<file path="src/rtl/dsp48a1_mac_sequencer.sv">
// dsp48a1_mac_sequencer
// Sequences one DSP48A1 slice through an N-term multiply-accumulate (P = sum A*B).
// It takes a command (term count, clear/continue) and a valid/ready operand stream.
// It drives the slice clock enables, P reset and OPMODE, and tracks the slice pipeline
// so that the result handshake is offered only once P holds the final sum.

module dsp48a1_mac_sequencer #(
   parameter int unsigned LEN_W    = 8,
   parameter int unsigned PIPE_LAT = 3   // legal range 2..8
) (
   input  logic             clk,
   input  logic             rst,
   input  logic             cmd_valid,
   output logic             cmd_ready,
   input  logic [LEN_W-1:0] cmd_len,
   input  logic             cmd_clr,
   input  logic             op_valid,
   output logic             op_ready,
   output logic             dsp_ce_ab,
   output logic             dsp_ce_m,
   output logic             dsp_ce_p,
   output logic             dsp_rst_p,
   output logic [7:0]       dsp_opmode,
   output logic             res_valid,
   input  logic             res_ready,
   output logic             busy
);

   // The A/B register stage is the handshake itself, so the tag line covers
   // the remaining M and P stages.
   localparam int unsigned DL_DEPTH = PIPE_LAT - 1;

   localparam logic [7:0] OPMODE_M_ONLY  = 8'h01;  // X=M, Z=0
   localparam logic [7:0] OPMODE_M_PLUS_P = 8'h09; // X=M, Z=P

   typedef enum logic [2:0] {
      S_IDLE,
      S_CLR,
      S_ISSUE,
      S_DRAIN,
      S_RESULT
   } state_t;

   typedef struct packed {
      logic valid;
      logic first;
   } tag_t;

   state_t           state;
   state_t           state_nxt;
   logic [LEN_W-1:0] remaining;
   logic             first_pend;
   tag_t             dl [DL_DEPTH];
   logic             cmd_hs;
   logic             op_hs;
   logic             upper_busy;

   // State register
   always_ff @(posedge clk or posedge rst) begin
      if (rst) begin
         state <= S_IDLE;
      end else begin
         state <= state_nxt;
      end
   end

   // Next-state decode and state-derived outputs
   always_comb begin
      state_nxt = state;
      cmd_ready = 1'b0;
      op_ready  = 1'b0;
      dsp_rst_p = 1'b0;
      res_valid = 1'b0;
      busy      = (state != S_IDLE);
      cmd_hs    = 1'b0;
      op_hs     = 1'b0;
      dsp_ce_ab = 1'b0;

      case (state)
         S_IDLE: begin
            cmd_ready = 1'b1;
            cmd_hs    = cmd_valid;
            if (cmd_valid) begin
               if (cmd_len != '0) begin
                  state_nxt = S_ISSUE;
               end else if (cmd_clr) begin
                  state_nxt = S_CLR;
               end else begin
                  state_nxt = S_RESULT;
               end
            end
         end
         S_CLR: begin
            dsp_rst_p = 1'b1;
            state_nxt = S_RESULT;
         end
         S_ISSUE: begin
            op_ready  = (remaining != '0);
            op_hs     = op_valid & op_ready;
            dsp_ce_ab = op_hs;
            if (op_hs && (remaining == LEN_W'(1))) begin
               state_nxt = S_DRAIN;
            end
         end
         S_DRAIN: begin
            // Leave once only the tail stage may still hold a tag: it retires
            // into P this cycle, so P is final in the next one.
            if (!upper_busy) begin
               state_nxt = S_RESULT;
            end
         end
         S_RESULT: begin
            res_valid = 1'b1;
            if (res_ready) begin
               state_nxt = S_IDLE;
            end
         end
         default: begin
            state_nxt = S_IDLE;
         end
      endcase
   end

   // Term counter and first-term flag, loaded by the command handshake
   always_ff @(posedge clk or posedge rst) begin
      if (rst) begin
         remaining  <= '0;
         first_pend <= 1'b0;
      end else if (cmd_hs) begin
         remaining  <= cmd_len;
         first_pend <= cmd_clr;
      end else if (op_hs) begin
         remaining  <= remaining - LEN_W'(1);
         first_pend <= 1'b0;
      end
   end

   // Tag delay line tracking each accepted term through the M and P stages
   always_ff @(posedge clk or posedge rst) begin
      if (rst) begin
         for (int unsigned i = 0; i < DL_DEPTH; i++) begin
            dl[i] <= '0;
         end
      end else begin
         dl[0] <= {op_hs, op_hs & first_pend};
         for (int unsigned i = 1; i < DL_DEPTH; i++) begin
            dl[i] <= dl[i-1];
         end
      end
   end

   // Occupancy of every delay-line stage except the tail
   always_comb begin
      upper_busy = 1'b0;
      for (int unsigned i = 0; i + 1 < DL_DEPTH; i++) begin
         upper_busy = upper_busy | dl[i].valid;
      end
   end

   // M register enable follows the A/B enable by one cycle
   always_ff @(posedge clk or posedge rst) begin
      if (rst) begin
         dsp_ce_m <= 1'b0;
      end else begin
         dsp_ce_m <= dsp_ce_ab;
      end
   end

   // P enable and OPMODE decoded from the delay-line tail register
   always_comb begin
      dsp_ce_p   = dl[DL_DEPTH-1].valid;
      dsp_opmode = 8'h00;
      if (dl[DL_DEPTH-1].valid) begin
         dsp_opmode = dl[DL_DEPTH-1].first ? OPMODE_M_ONLY : OPMODE_M_PLUS_P;
      end
   end

endmodule

</file>
<file path="config.mk">
export PLATFORM = sky130hd
export DESIGN_NAME = dsp48a1_mac_sequencer
export DESIGN_NICKNAME = d
export VERILOG_FILES = /design/src/rtl/dsp48a1_mac_sequencer.sv
export SDC_FILE = /design/constraint.sdc
export NUM_CORES = 1
export LEC_CHECK = 0
export ABC_AREA = 1
export BUFFER_PORTS_ARGS = -buffer_cell sky130_fd_sc_hd__buf_2
export CAP_MARGIN = 10
export CORE_MARGIN = 2
export CORE_UTILIZATION = 55
export DETAILED_ROUTE_END_ITERATION = 12
export HOLD_SLACK_MARGIN = 0.15
export PLACE_DENSITY = 0.91
export SKIP_CTS_REPAIR_TIMING = 1
export SYNTH_ARGS = -nofsm -noshare
export SYNTH_HDL_FRONTEND = slang
export SYNTH_SLANG_ARGS = --single-unit
</file>
<file path="constraint.sdc">
create_clock -name clk -period 2.16 [get_ports clk]
set_input_delay 0.216 -clock clk [delete_from_list [all_inputs] [get_ports clk]]
set_output_delay 0.216 -clock clk [all_outputs]
set_load 0.05 [all_outputs]
</file>
[Word-level counts from Yosys, hierarchy flattened]
Index checks and enable logic that the tools add are counted.
Word-level totals
  register bits after elaboration: 16
  input bits: 14
  output and inout bits: 16
  logic and storage cells: 45
Operators by class
  add/subtract/negate cells: 1
  equality and inequality tests: 9
  muxes and demuxes: 19
  bitwise gates (word level): 2
  reduce and logical (&&, ||, !) cells: 7
Operators with widths (count)
  8-bit 2-to-1 mux: 3
  3-bit 2-to-1 mux: 6
  8-bit nonzero test: 2
  3-bit case mux with 5 select lines: 1
  8-bit by 1-bit == test with 1-bit output, second input constant: 1
  1-bit 2-to-1 mux: 8
  2-bit inequality test, second input constant: 4
  8-bit by 1-bit subtractor with 8-bit output, second input constant: 1
  3-bit by 2-bit == test with 1-bit output, second input constant: 2
  4-bit 2-to-1 mux: 1
  4-bit AND reduction: 1
  3-bit by 1-bit == test with 1-bit output, second input constant: 1
  3-bit == test, second input constant: 1
  3-bit zero test: 1
  3-bit nonzero test: 1
  1-bit AND: 2
  2-bit nonzero test: 1
  1-bit logical AND: 1

[Logic depth before layout (Yosys ltp)]
  depth in word-level cells: 5
  mapped depth: 9
  gate-level depth less buffers: 9

[Least setup slack after synthesis]
No wires, ideal clock.
  kind: flip-flop to flip-flop
  from: register remaining[0]
  to: register remaining[6]
  library setup time: 0.071 ns
  data arrival time: 1.749 ns
  required time: 2.089 ns
  path slack: 0.340 ns
  stages on the path, launching flop included: 8
  path buffers: 0
  clock period less this slack: 1.820 ns
  path through: dfrtp_1 -> inv_1 -> ha_1 -> nand2_2 -> nor2_2 -> nor2_1 -> nand3_1 -> nand3_1
On the way
  cells in the longest elaborated chain, start to end: 4
  elaborated cells on any way between the ends: 7
  classes of those cells: add/sub: 1; mux: 3; bitwise: 1; reduce/logical: 2
Ends and longest elaborated chain
  from (decl): line 51  | logic [LEN_W-1:0] remaining;
  from (signal assigned): line 130  | remaining <= cmd_len;
  from (signal assigned): line 133  | remaining <= remaining - LEN_W'(1);
  parallel branches: the longest is 4 deep, another holds 8-bit by 1-bit subtractor with 8-bit output
Several ways; the timed one is not identified. The select of a mux whose other input is x is not followed.
A chain may end at the register's enable or synchronous reset.

[Worst setup path in the final report]
  from: register remaining[0]
  to: output dsp_ce_ab
On the way
  cells in the longest elaborated chain, start to end: 3
Ends and longest elaborated chain
  8-bit nonzero test: line 98  | op_ready = (remaining != '0);
  1-bit AND: line 99  | op_hs = op_valid & op_ready;
  1-bit 2-to-1 mux: line 79  | case (state)
  to (decl): line 19  | output logic dsp_ce_ab,
Every way passes these cells.

==> impl_results.md <==
* Root Buffer: clkbuf_4
* WL per Instance at 11.8 um
* FF+latch count, synth at 16
* Routability cong. at 0.887
* Buf/Inv on CP at 2
* Pwr/cell area at 1670 nW/um^2
* Antenna diodes at 0
* Critical path start-end classification: flop to output port
* Power, Total at between 0.002 and 0.0025 W
* CP max-delay cell: dfrtp_1
* GRT Overall Usage at 0.221
* Synth warnings at 0
* Period minus WS final at about 1.9 ns
* Worst-path clk slew at 0.09 ns
* Setup violators final at 0
* Fin cells at around 210
* Die H at around 50 um
* Num rows at 16
* Max FO, Critical Path at 5
* Layout cells sized above 1 at 0.231
* Synth Area in Adders at 0.0323
* Synth Area in Simple Gates at 0.442
* Worst Setup End Kind: output port
* Setup_tns at 0 ns
* Final HPWL DP at 2.02 mm
* Mux cell area share after synthesis at 0
* Io pins at 30
* Multi-input logic area at about 630 sq um
* Max-slew violations at 0
* Least-Margin Pin Slew at ~0.63 ns
* Total grt overflow at 0
* Core area at about 2000 sq um
* Mapped Avg Cell Area at between 7 and 8 sq um
* Die W at 50.0 um
* Hold Path Class: input pin to flop
* Largest net degree at the start of global routing at 17
* Cell count after synthesis at approximately 160
* # DRC at 0
* Clock skew at approximately 0.0017 ns
* Initial antenna violation count at 0
* # nets final at just over 200
* Sequential fraction of the synthesis area at 0.344
* Fin. Hold Viols at 0
* RSZ-0062 raised after global routing: no
* EDFF count, synth at 0
* Starting Density at 0.586
* Leakage Power at ~0.74 nW
* Synth Flop Type: dfrtp_1
* Async S/R FF share, synth at 1.00
* Worst EP arrival at around 1.7 ns
* Die Area at between 2000 and 2500 sq um
* Storage cell area at 400 sq um
* Combinational family with the most area after synthesis: simple AND/OR/NAND/NOR gates
* Largest delay contributor family on the critical path: flip-flops
* R2r setup slk at ~0.71 ns
* Fin crit share at 0.887
* Vias post-DR at 1100
* CTS tree: done
* FMAX at 0.522 GHz
* Filler instances at 192
* Status: finished, final reports clean
* Compound-Gate Fraction of Synth Area at 0.0334
* WP data required at 1.94 ns
* Most frequent cells in the layout: 44 x nand2_1, 23 x buf_2, 20 x inv_1, 20 x nand3_1, 19 x nor2_1
* Dpl cells at ~210
* Worst slew margin at 0.578
* First-pass GRT wire length at between 4 and 5 mm
* Area delta synth->final at 11.7%
* Critical path cell sequence: inv_1 -> ha_1 -> nand2_2 -> nor2_2 -> nor3_4 -> buf_2
* Critical path startpoint category: flop
* Clock sink count at 16
* Cts bufs inserted at 3
* Final ANT Viol Nets at 0
* Clock Tree Buf Depth at 2
* Drt pass-1 iters at 4
* Yosys cell types at 26
* Htree depth at 1
* Total of max-cap violations at 0
* Worst skew pair latency at 0.29 ns
* DRT iter0 DRCs at 28
* Critical Path Max Stage Delay at between 0.4 and 0.5 ns
* XOR/XNOR share of the synthesized area at 0.0151
* Aggregate routed wire length at ~2.5 mm
* Synth Cell Area at about 1200 sq um
* Vias in the first global route at approximately 1000
* Number of port buffers at 23
* Via density per instance at slightly above 5
* Max IR drop VDD at around 0.0008 V
* Most common cell after layout, fill and taps aside: nand2_1
==> metal layers <==
metal | up-vias | wire [um] | track usage
met1 | 520 | 997 | 0.250
li1 | 545 | - | -
met5 | - | 0 | 0
met4 | 0 | 28 | 0.0741
met2 | 33 | 1370 | 0.424
met3 | 2 | 121 | 0.0212
==> layout make-up <==
cell class,instances,area share
Sequential cell,16,0.308
Timing Repair Buffer,24,0.0963
Clock buffer,3,0.0173
Tap cell,27,0.0260
Inverter,23,0.0665
Multi-Input combinational cell,120,0.486
==> synth_stat cells, drive strengths merged, types with 2 or more instances <==
library cell,count,share of area
buf,8,0.055
dfrtp,16,0.34
ha,3,0.032
inv,23,0.074
nand2,49,0.18
nand3,22,0.11
nand4,4,0.022
nor2,24,0.11
nor3,2,0.018
o21ai,7,0.033
==> report_power, final <==
part	internal [W]	switching (W)	leakage, nW	total [W]
clock	0.0000650	0.0000976	0.0138	0.000163
combinational	0.000416	0.00101	0.522	0.00142
sequential	0.000429	0.000150	0.205	0.000579
total	0.000911	0.00125	0.740	0.00216
==> per-stage QoR <==
stage | area, sq um | setup slack [ns] | hold slack, ns | utilization
2_1_floorplan | 1180 | 0.340 | 0.130 | -
3_3_place_gp | 1270 | 0.621 | 0.314 | 0.639
3_5_place_dp | 1270 | 0.541 | 0.326 | 0.639
4_1_cts | 1290 | 0.226 | 0.0112 | 0.650
5_1_grt | 1300 | 0.0907 | 0.178 | 0.655
6_report | 1300 | 0.243 | 0.157 | 0.655
==> registers in the layout (all words and copies together), names as in the netlist <==
name	count
remaining	8
state	3
dl	2
dsp_ce_m	1
dsp_ce_p	1
first_pend	1
==> cells by family (layout without fill, tap and decap cells) <==
logic type / after synthesis / in the layout
and+or+nand+nor: 102 / 102
AOI/OAI and AO/OA: 7 / 7
other: 1 / 6
adders and majority gates: 3 / 3
DFF: 16 / 16
xor gates and xnor gates: 2 / 2
buffers and inverters: 31 / 50
==> tightest hold or removal path, cell delays in order <==
cell     delay, ns
buf_2         0.09
nand2_1       0.05
nand3_1       0.07
==> path summary, 6_finish.rpt <==
path	from	to	cells past startpoint
min in group asynchronous	rst	dsp_ce_p$_DFF_PP0_	3
max reg2reg	remaining[0]$_DFFE_PP0P_	remaining[6]$_DFFE_PP0P_	8
min	cmd_len[3]	remaining[3]$_DFFE_PP0P_	3
max in group asynchronous	rst	remaining[3]$_DFFE_PP0P_	3
min reg2reg	dl[2]$_DFF_PP0_	dl[0]$_DFF_PP0_	0
max	remaining[0]$_DFFE_PP0P_	dsp_ce_ab	6
(Power assumes the default switching activity.)
